## config.mk

```make
export PLATFORM = sky130hd
export DESIGN_NAME = trace_capture
export DESIGN_NICKNAME = d
export VERILOG_FILES = /design/src/rtl/trace_capture.sv
export SDC_FILE = /design/constraint.sdc
export NUM_CORES = 1
export LEC_CHECK = 0
export CORE_ASPECT_RATIO = 1.2
export CORE_MARGIN = 2
export CORE_UTILIZATION = 56
export CTS_CLUSTER_SIZE = 40
export DETAILED_ROUTE_END_ITERATION = 10
export MAX_ROUTING_LAYER = met4
export PLACE_DENSITY = 0.74
export SLEW_MARGIN = 20
export SYNTH_ARGS = -nofsm -noshare
export SYNTH_HDL_FRONTEND = slang
export SYNTH_SLANG_ARGS = --single-unit
```

## constraint.sdc

```tcl
create_clock -name clk -period 2.3 [get_ports clk]
set_input_delay 0.575 -clock clk [delete_from_list [all_inputs] [get_ports clk]]
set_output_delay 0.575 -clock clk [all_outputs]
set_load 0.02 [all_outputs]
```

## src/rtl/trace_capture.sv

```systemverilog
// trace_capture: records WIDTH-bit probe samples into a DEPTH-entry buffer,
// then plays them back in capture order, one word per read request.
//
// Ports:
//   clk, rst          - clock; asynchronous active-low reset
//   start             - arm a capture session (IDLE only)
//   stop              - end capture early (CAPTURE only)
//   sample_valid/data - probe word to record this cycle
//   rd_en             - request the next captured word (DONE only)
//   busy / done       - CAPTURE / DONE state indicators
//   count             - number of entries captured in this session
//   overflow          - sticky: a sample arrived while in DONE
//   rd_data/valid/last- registered read-back word, pulse, final-entry flag
module trace_capture #(
  parameter int WIDTH = 4,
  parameter int DEPTH = 8
) (
  input  logic                   clk,
  input  logic                   rst,
  input  logic                   start,
  input  logic                   stop,
  input  logic                   sample_valid,
  input  logic [WIDTH-1:0]       sample_data,
  input  logic                   rd_en,
  output logic                   busy,
  output logic                   done,
  output logic [$clog2(DEPTH):0] count,
  output logic                   overflow,
  output logic [WIDTH-1:0]       rd_data,
  output logic                   rd_valid,
  output logic                   rd_last
);
  localparam int AW = $clog2(DEPTH);
  localparam logic [AW:0] FULL = (AW+1)'(DEPTH);

  typedef enum logic [1:0] {S_IDLE, S_CAPTURE, S_DONE} state_e;

  state_e           state_q, state_d;
  logic [AW-1:0]    wr_ptr_q, wr_ptr_d;
  logic [AW-1:0]    rd_ptr_q, rd_ptr_d;
  logic [AW:0]      count_q, count_d;
  logic             overflow_q, overflow_d;
  logic [WIDTH-1:0] rd_data_q, rd_data_d;
  logic             rd_valid_q, rd_valid_d;
  logic             rd_last_q, rd_last_d;
  logic             wr_en;
  logic [WIDTH-1:0] mem_q [DEPTH];

  always_comb begin
    state_d    = state_q;
    wr_ptr_d   = wr_ptr_q;
    rd_ptr_d   = rd_ptr_q;
    count_d    = count_q;
    overflow_d = overflow_q;
    rd_data_d  = rd_data_q;
    rd_valid_d = 1'b0;
    rd_last_d  = 1'b0;
    wr_en      = 1'b0;
    unique case (state_q)
      S_IDLE: begin
        if (start) begin
          state_d    = S_CAPTURE;
          wr_ptr_d   = '0;
          rd_ptr_d   = '0;
          count_d    = '0;
          overflow_d = 1'b0;
        end
      end
      S_CAPTURE: begin
        if (sample_valid) begin
          wr_en    = 1'b1;
          wr_ptr_d = wr_ptr_q + 1'b1;
          count_d  = count_q + 1'b1;
        end
        // A sample coinciding with stop is kept; the full write also ends capture.
        if (stop || count_d == FULL) state_d = S_DONE;
      end
      S_DONE: begin
        if (sample_valid) overflow_d = 1'b1;
        if (count_q == '0) begin
          state_d = S_IDLE;
        end else if (rd_en && {1'b0, rd_ptr_q} < count_q) begin
          rd_data_d  = mem_q[rd_ptr_q];
          rd_valid_d = 1'b1;
          rd_ptr_d   = rd_ptr_q + 1'b1;
          if ({1'b0, rd_ptr_q} == count_q - 1'b1) begin
            rd_last_d = 1'b1;
            state_d   = S_IDLE;
          end
        end
      end
      default: state_d = S_IDLE;
    endcase
  end

  always_ff @(posedge clk or negedge rst) begin
    if (!rst) begin
      state_q    <= S_IDLE;
      wr_ptr_q   <= '0;
      rd_ptr_q   <= '0;
      count_q    <= '0;
      overflow_q <= 1'b0;
      rd_data_q  <= '0;
      rd_valid_q <= 1'b0;
      rd_last_q  <= 1'b0;
    end else begin
      state_q    <= state_d;
      wr_ptr_q   <= wr_ptr_d;
      rd_ptr_q   <= rd_ptr_d;
      count_q    <= count_d;
      overflow_q <= overflow_d;
      rd_data_q  <= rd_data_d;
      rd_valid_q <= rd_valid_d;
      rd_last_q  <= rd_last_d;
    end
  end

  // Buffer storage is deliberately unreset; only written entries are ever read.
  always_ff @(posedge clk) begin
    if (wr_en) mem_q[wr_ptr_q] <= sample_data;
  end

  assign busy     = (state_q == S_CAPTURE);
  assign done     = (state_q == S_DONE);
  assign count    = count_q;
  assign overflow = overflow_q;
  assign rd_data  = rd_data_q;
  assign rd_valid = rd_valid_q;
  assign rd_last  = rd_last_q;
endmodule

```

Yosys cells after proc, flatten, opt, wreduce, memory -nomap -nowiden:

Memory sizes are Yosys's and may differ from the RTL's. A register that Yosys moved wholly into a read port is not among the register bits.
Cells that the tools add are included.

* ROM bits: 0
* memory bits (writable): 32
* input bits: 10
* word-level logic and storage cells: 69
* output and inout port bits: 13
* bits in registers: 15
* memories kept: 1
* latch bits: 0

Memory list
* mem_q: words 8, bits a word 4, read ports 1, clocked after Yosys merged registers in 1, wr ports 1, RTL line 47 `logic [WIDTH-1:0] mem_q [DEPTH];`

* equality and inequality tests: 12
* reduce and logical (&&, ||, !) cells: 13
* divide/modulo/power cells: 0
* magnitude comparators: 1
* add/sub/neg operators: 4
* mux-type cells: 30
* bitwise logic cells: 1
* multiply operators: 0
* shift-type cells: 0

Operator list (number)
* 1-bit two-way mux: 13
* 3-bit two-way mux: 4
* 4-bit two-way mux: 3
* 3-bit case mux with 2 select lines: 2
* 2-bit two-way mux: 5
* 3-bit AND reduction: 3
* 2-bit != test, second input constant: 4
* 4-bit case mux with 2 select lines: 1
* 4-bit AND reduction: 2
* 3-bit by 1-bit adder with 3-bit output, second input constant: 2
* 3-bit by 1-bit != test with 1-bit output, second input constant: 2
* 2-bit case mux with 3 select lines: 1
* 4-bit by 1-bit adder with 4-bit output, second input constant: 1
* 3-bit by 4-bit equality test with 1-bit output: 1
* 4-bit equality test, second input constant: 1
* 4-bit zero test: 1
* 3-bit by 4-bit less-than comparator with 1-bit output: 1
* 2-bit by 1-bit != test with 1-bit output, second input constant: 2
* 2-bit nonzero test: 2
* 4-bit by 1-bit subtractor with 4-bit output, second input constant: 1
* 2-bit by 1-bit equality test with 1-bit output, second input constant: 1
* 2-bit equality test, second input constant: 1
* 2-bit zero test: 1
* 1-bit case mux with 2 select lines: 1
* other kinds (5): 5

Longest topological paths before layout:

Gate-level depths: netlist of the first run.

* word-level depth: 7
* depth in mapped cells: 9
* mapped depth without buffers: 7

Worst setup path before layout of the first run:

Ideal clock, no wire load.

* path type: register to register
* start: register count_q[0], in the netlist count[0]
* end: register state_q[1]
* data arrival time: 1.838 ns
* buffers on the path: 0
* clock period less this slack: 1.958 ns
* setup slack: 0.342 ns
* required time: 2.179 ns
* library setup time: 0.121 ns
* stages on the path, launching flop included: 8
* cells stage by stage: dfrtp_1 -> inv_1 -> ha_1 -> xnor2_1 -> xnor2_1 -> or4_4 -> o21ai_2 -> nand2_1

* cells in the longest elaborated chain, start to end: 7
* elaborated cells between the ends (all ways): 16
* those cells by class: add/sub (2); order compare (1); eq/ne (5); mux (4); reduce/logical (4)

Ends and longest elaborated chain
* from (decl): RTL line 41 `logic [AW:0] count_q, count_d;`
* from (signal assigned): RTL line 110 `count_q <= count_d;`
* 4-bit by 1-bit adder with 4-bit output: RTL line 73 `count_d = count_q + 1'b1;`
* 4-bit two-way mux: RTL line 70 `if (sample_valid) begin`
* 4-bit two-way mux: RTL line 59 `unique case (state_q)`
* 4-bit equality test: RTL line 76 `if (stop || count_d == FULL) state_d = S_DONE;`
* 1-bit logical OR: RTL line 76
* 2-bit by 1-bit != test with 1-bit output (no line)
* 4-bit AND reduction (no line)
* to (signal assigned): RTL line 107 `state_q <= state_d;`
* to (decl): RTL line 38 `state_e state_q, state_d;`

Several ways; a longest one is shown, not always the timed one. The select of a mux whose other input is x is not followed.
A chain may end at the register's enable or synchronous reset.

Worst setup path after layout of the first run:

* start: register state_q[1]
* end: output port busy

* cells in the longest elaborated chain, start to end: 1

Ends and longest elaborated chain
* 2-bit by 1-bit equality test with 1-bit output: RTL line 123 `assign busy = (state_q == S_CAPTURE);`
* to (decl): RTL line 25 `output logic busy,`

No other way between the ends.

==> flow_metrics.py, run 1 <==
metrics = {
    "sta": {
        "setup_viol": 0,
        "drv_slew": 0,
        "finalHoldViolations": 0,
        "min_period_ps": 2180,
        "timing.fmax_mhz": 458,
        "rsz0062_at_grt": "no",
        "slew_headroom_pct": 63.8,
        "setup_tns_ps": 0,
        "period_share_pct": 94.9,
        "whs_ps": 484,
        "fin_skew_ps": 5.68,
        "max_slew.worst_pin.slew_ps": 542,
    },
    "route": {
        "ant_nets": 0,
        "vias": 1446,
        "vias_per_cell": 5.58,
        "first_iter_violations": 83,
        "avgRoutedWirePerCell_um": 16.7,
        "routed_wirelength_mm": 4.34,
        "top_layer_used": "met4",
        "wl_met1_mm": 1.89,
        "first_pass_iters": 4,
        "met2WireLength_mm": 2.24,
        "route.met3.wl_um": 140,
        "drcViolationCount": 0,
    },
    "logic_synthesis": {
        "async_flop_share_pct": 37.3,
        "synth_cells": 172,
        "post_synth_num_cell_types": 34,
        "synth_commonest_cells": "edfxtp_1 (32), dfrtp_1 (19), nand2_1 (16)",
        "ys_warn_count": 0,
        "synth_area_mm2": 0.00235,
        "yosys.area.top_type_share_pct": 40.8,
        "synth-seq-cells": 51,
        "ys_seq_area_share_pct": 61.0,
        "synthTopCellsByArea": "edfxtp_1 (41%), dfrtp_1 (20%), mux4_2 (7.7%), ha_1 (4.3%), mux2i_1 (3.0%)",
        "synth-edff-count": 32,
        "syn_nets": 190,
        "yosys.area.top_type": "edfxtp_1",
        "yosys.cell_count.top_type": "edfxtp_1",
        "synth_ff_type": "edfxtp_1",
        "syn_avg_cell_area_um2": 13.7,
    },
    "power": {
        "p_per_area_mw_per_mm2": 1000,
        "ir_drop_mv": 0.623,
        "power_frac_comb_pct": 34.9,
        "p_sw_mw": 0.898,
        "pwr-share-clk_pct": 22.2,
        "p_int_mw": 1.89,
        "p_sw_share_pct": 32.2,
        "pwr-share-seq_pct": 43.0,
        "p_leak_nw": 1.03,
        "p_total_mw": 2.79,
    },
    "setup_path": {
        "cp_max_fo": 4,
        "r2r_setup_slack_ps": 440,
        "required_ps": 1730,
        "path_class": "register to primary output",
        "worstPathArrival_ps": 1610,
        "r2r-start": "count[2]",
        "critPathLaunch": "state_q[1]",
        "cp-start-kind": "register",
        "setup.worst_path.end_class": "primary output",
    },
    "floorplanning": {
        "die_w_um": 63.2,
        "die_area_mm2": 0.00474,
        "chipHeight_um": 75.0,
        "ios": 23,
        "rows": 25,
        "start_util_pct": 58.8,
        "core-area_mm2": 0.00400,
    },
    "finish": {
        "drive_gt1_share_pct": 16.1,
        "final_net_count": 222,
        "n_antenna_cell": 0,
        "syn2layout_area_growth_pct": 18.0,
    },
    "clock_tree": {
        "clk_latency_ps": 300,
        "cts-root-buf": "clkbuf_8",
        "clkTransAtPathRegs_ps": 90,
        "cts.sinks": 51,
        "clk_path_buf_depth": 2,
        "cts_hold_buf": 0,
        "numCtsBuffers": 5,
        "h-tree-depth": 2,
        "cts_tree": "yes",
    },
    "global_route": {
        "gr-usage-all-layers_pct": 21.3,
        "overflow": 0,
        "grt_pass1_vias": 1502,
        "grt_max_degree": 20,
        "antenna_found_initial": 0,
        "grt_pass1_wl_mm": 7.35,
    },
    "place": {
        "dpl.hpwl_mm": 3.28,
        "portBuffers": 22,
        "place_congestion": 0.798,
    },
    "job": {
        "maxCapViolations": 0,
    },
    "worst_hold_path": {
        "holdCritPathClass": "register to register",
        "min_from": "rd_data[0]",
    },
    "status": {
        "status": "finished clean",
    },
}
-- registers in the layout, summed over array words and instances, names as in the netlist --
name and cells:
rd_ptr_q 3, state_q 2, overflow 1, count 4, rd_last 1, rd_data 4, mem_q 32, wr_ptr_q 3
rd_valid 1
-- critical path: stages, from the launching register on --
cell	delay [ps]
dfrtp_1	380
nand2b_1	170
inv_1	140
clkdlybuf4s50_1	630
-- kinds of logic (layout without fill, tap and decap cells) --
family / Yosys count / count (layout) / synth area share [%]
mux: 15 / 15 / 10.6
simple gates: 46 / 46 / 10.0
xor+xnor: 6 / 6 / 2.23
compound gates: 28 / 28 / 7.66
buf+inv: 18 / 51 / 4.15
fa+ha+maj: 8 / 8 / 4.25
flops: 51 / 51 / 61.0
-- final cells by class --
type / instances / area, µm²
flip-flops and latches: 51 / 1440
fillers: 301 / 1230
multi-input cells: 103 / 820
repair buffers: 32 / 295
clock buffers: 5 / 68.8
well taps: 54 / 67.6
clock inverters: 3 / 46.3
inverters: 11 / 41.3
-- layer usage --
layer / vias to the layer above / global-route usage [%]
li1: 688 / -
met1: 719 / 26.3
met2: 32 / 36.8
met3: 7 / 3.89
met4: 0 / 6.28
met5: - / -
-- worst paths after layout --
kind / to / depth (start not counted)
setup / recovery: busy / 3
hold / removal: rd_data[0] / 2
setup reg to reg: rd_ptr_q[2] / 6
hold reg to reg: rd_data[0] / 2
max in group asynchronous: state_q[0] / 2
min in group asynchronous: rd_last / 2
-- through the flow --
stage	area (µm²)	instances	worst slack (ps)	utilization [%]
2_1_floorplan	2350	172	342	-
3_3_place_gp	2660	251	253	66.4
3_5_place_dp	2660	251	181	66.4
4_1_cts	2780	259	52.4	69.3
5_1_grt	2780	259	49.0	69.3
6_report	2780	259	117	69.3
-- repair_timing --
item | 4_1_cts | 5_1_grt
buffers inserted | 0 | 0
gates resized for setup | 0 | 1
endpoints found under the setup margin | 0 | 1
hold endpoints to repair | 0 | 0
-- power by group through the flow --
| stage | Sequential (mW) | Combinational (mW) | Clock, mW |
|---|---|---|---|
| after floorplan | 1.28 | 0.566 | 0 |
| after global placement | 1.21 | 0.955 | 0 |
| final | 1.20 | 0.973 | 0.618 |
| after CTS | 1.20 | 0.983 | 0.633 |
| after global routing | 1.22 | 1.09 | 0.661 |
| after detailed placement | 1.22 | 0.979 | 0 |
-- placed cells by master, fill, tap and decap left out, types with 2 or more instances in the layout --
cell type / n
a21oi_1: 4
a22o_1: 4
buf_4: 10
clkbuf_8: 5
clkdlybuf4s50_1: 22
dfrtp_1: 18
edfxtp_1: 32
ha_1: 8
inv_1: 11
mux2i_1: 7
mux4_2: 8
nand2_1: 16
nand2b_1: 3
nand3_1: 4
nor2_1: 10
nor2b_1: 2
nor3_1: 3
o211ai_1: 2
o21ai_0: 12
o31ai_1: 2
xnor2_1: 6
(Power assumes the default switching activity.)
==> run 2: changes to the inputs <==
GPL_TIMING_DRIVEN = 0   (was not set)
TNS_END_PERCENT = 20   (was not set)
==> run 2 against run 1 <==
  * Final area is 0.41% lower
  * Power is 1.0% lower
  * Register-to-register slack worse by 160 ps
  * Critical path depth is 1 lower
  * Clock skew is 1.2 ps lower
  * Global-route usage hardly changed
  * Hold slack worse by 2.7 ps
==> flow_metrics.py, run 2 (synthesis gave the netlist of run 1 again) <==
metrics = {
    "route": {
        "ant_nets": 0,
        "first_iter_violations": 51,
        "avgRoutedWirePerCell_um": 16.8,
        "route.met3.wl_um": 208,
        "top_layer_used": "met4",
        "routed_wirelength_mm": 4.29,
        "vias_per_cell": 5.58,
        "first_pass_iters": 4,
        "wl_met1_mm": 1.79,
        "vias": 1428,
        "met2WireLength_mm": 2.25,
        "drcViolationCount": 0,
    },
    "sta": {
        "finalHoldViolations": 0,
        "min_period_ps": 2210,
        "drv_slew": 0,
        "slew_headroom_pct": 41.3,
        "timing.fmax_mhz": 453,
        "setup_viol": 0,
        "period_share_pct": 96.0,
        "max_slew.worst_pin.slew_ps": 878,
        "rsz0062_at_grt": "no",
        "fin_skew_ps": 4.50,
    },
    "finish": {
        "fin_cells": 256,
        "layout_common_cells": "edfxtp_1 (32), clkdlybuf4s50_1 (21), dfrtp_1 (19)",
        "drive_gt1_share_pct": 14.4,
        "largest_reg_flops": 32,
        "regMostFlops": "mem_q",
        "final_net_count": 219,
        "n_antenna_cell": 0,
        "syn2layout_area_growth_pct": 17.5,
        "final_common_cell": "edfxtp_1",
    },
    "clock_tree": {
        "cts-root-buf": "clkbuf_8",
        "numCtsBuffers": 5,
        "cts_tree": "yes",
        "post_cts.repair.setup_buffers": 0,
        "clk_path_buf_depth": 2,
        "h-tree-depth": 2,
        "clk_latency_ps": 300,
        "cts.sinks": 51,
        "clkTransAtPathRegs_ps": 90,
    },
    "setup_path": {
        "setup.worst_path.end_class": "primary output",
        "worstPathArrival_ps": 1630,
        "required_ps": 1730,
        "rr_worst_depth": 8,
        "worst_path_max_delay_cell": "clkdlybuf4s50_1",
        "slowest_delay_ps": 600,
        "critical_path.cell_chain": "and2b_1 > clkdlybuf4s50_1",
        "r2r_setup_slack_ps": 280,
        "cp-start-kind": "register",
        "worstReg2RegEnd": "rd_data[0]",
        "path_class": "register to primary output",
        "r2r-start": "count[1]",
        "cp_max_fo": 8,
    },
    "global_route": {
        "overflow": 0,
        "antenna_found_initial": 0,
        "gr-usage-all-layers_pct": 21.3,
        "grt_max_degree": 20,
        "grt_pass1_vias": 1438,
        "grt_pass1_wl_mm": 7.13,
    },
    "power": {
        "p_leak_nw": 1.02,
        "p_total_mw": 2.76,
        "p_int_mw": 1.85,
        "pwr-share-clk_pct": 22.5,
        "p_per_area_mw_per_mm2": 998,
        "pwr-share-seq_pct": 44.8,
        "power_frac_comb_pct": 32.7,
        "ir_drop_mv": 0.633,
        "p_sw_mw": 0.911,
        "p_sw_share_pct": 33.0,
    },
    "place": {
        "dpl.hpwl_mm": 3.20,
        "place_congestion": 0.768,
        "portBuffers": 22,
        "place_inst": 248,
    },
    "worst_hold_path": {
        "holdCritPathClass": "register to register",
        "hold_path_depth": 2,
        "holdPathEnd": "rd_data[1]",
        "min_from": "rd_data[1]",
    },
    "floorplanning": {
        "core-area_mm2": 0.00400,
        "ios": 23,
        "chipHeight_um": 75.0,
        "start_util_pct": 58.8,
        "die_area_mm2": 0.00474,
        "die_w_um": 63.2,
        "rows": 25,
    },
    "status": {
        "status": "finished clean",
    },
    "job": {
        "maxCapViolations": 0,
    },
}
-- run 2: worst max path at each step --
stage,startpoint,endpoint,cells past startpoint
after floorplan,count[0],state_q[1],7
after global placement,sample_valid,mem_q[1][1],4
after detailed placement,sample_valid,mem_q[1][1],4
after CTS,state_q[0],done,2
after global routing,state_q[0],done,2
final,state_q[0],done,2
-- run 2: worst max-delay path, delay by kind of cell (launching register included) --
kind,cells,cell delay [ps]
DFF,1,480
and+or+nand+nor,1,250
buffers and inverters,1,600
-- run 2: per-layer routing --
metal  up-vias  track usage (%)
met5         -                -
met4         0             5.80
met3         6             4.63
met2        46             36.1
met1       692             26.5
li1        684                -
-- run 2: power groups by stage --
stage,Sequential (mW),Combinational (mW),Clock (mW)
2_1_floorplan,1.28,0.566,0
3_3_place_gp,1.24,0.870,0
3_5_place_dp,1.25,0.907,0
4_1_cts,1.23,0.904,0.641
5_1_grt,1.26,0.997,0.687
6_report,1.24,0.904,0.621
-- run 2: timing repair --
item                                    CTS  global route
gates resized for setup                   1             2
pin swaps                                 0             0
endpoints found under the setup margin    1             8
hold buffers                              0             0
-- run 2: stage by stage --
step / util [%] / setup TNS (ps) / cell area, µm² / setup slack (ps) / hold WS [ps]
after floorplan: - / 0 / 2350 / 342 / 279
after global placement: 66.0 / -2570 / 2640 / -200 / 461
after detailed placement: 66.0 / -4050 / 2640 / -257 / 469
after CTS: 68.8 / 0 / 2760 / 72.3 / 490
after global routing: 69.1 / 0 / 2770 / 22.9 / 519
final: 69.1 / 0 / 2770 / 91.3 / 481
-- run 2: layout make-up --
type	count	area [µm²]
sequential	51	1440
fill	313	1240
multi-input combinational	103	830
timing repair buffer	22	219
clock buffer	5	68.8
tap	54	67.6
buffer	7	56.3
clock inverter	3	46.3
inverter	11	41.3
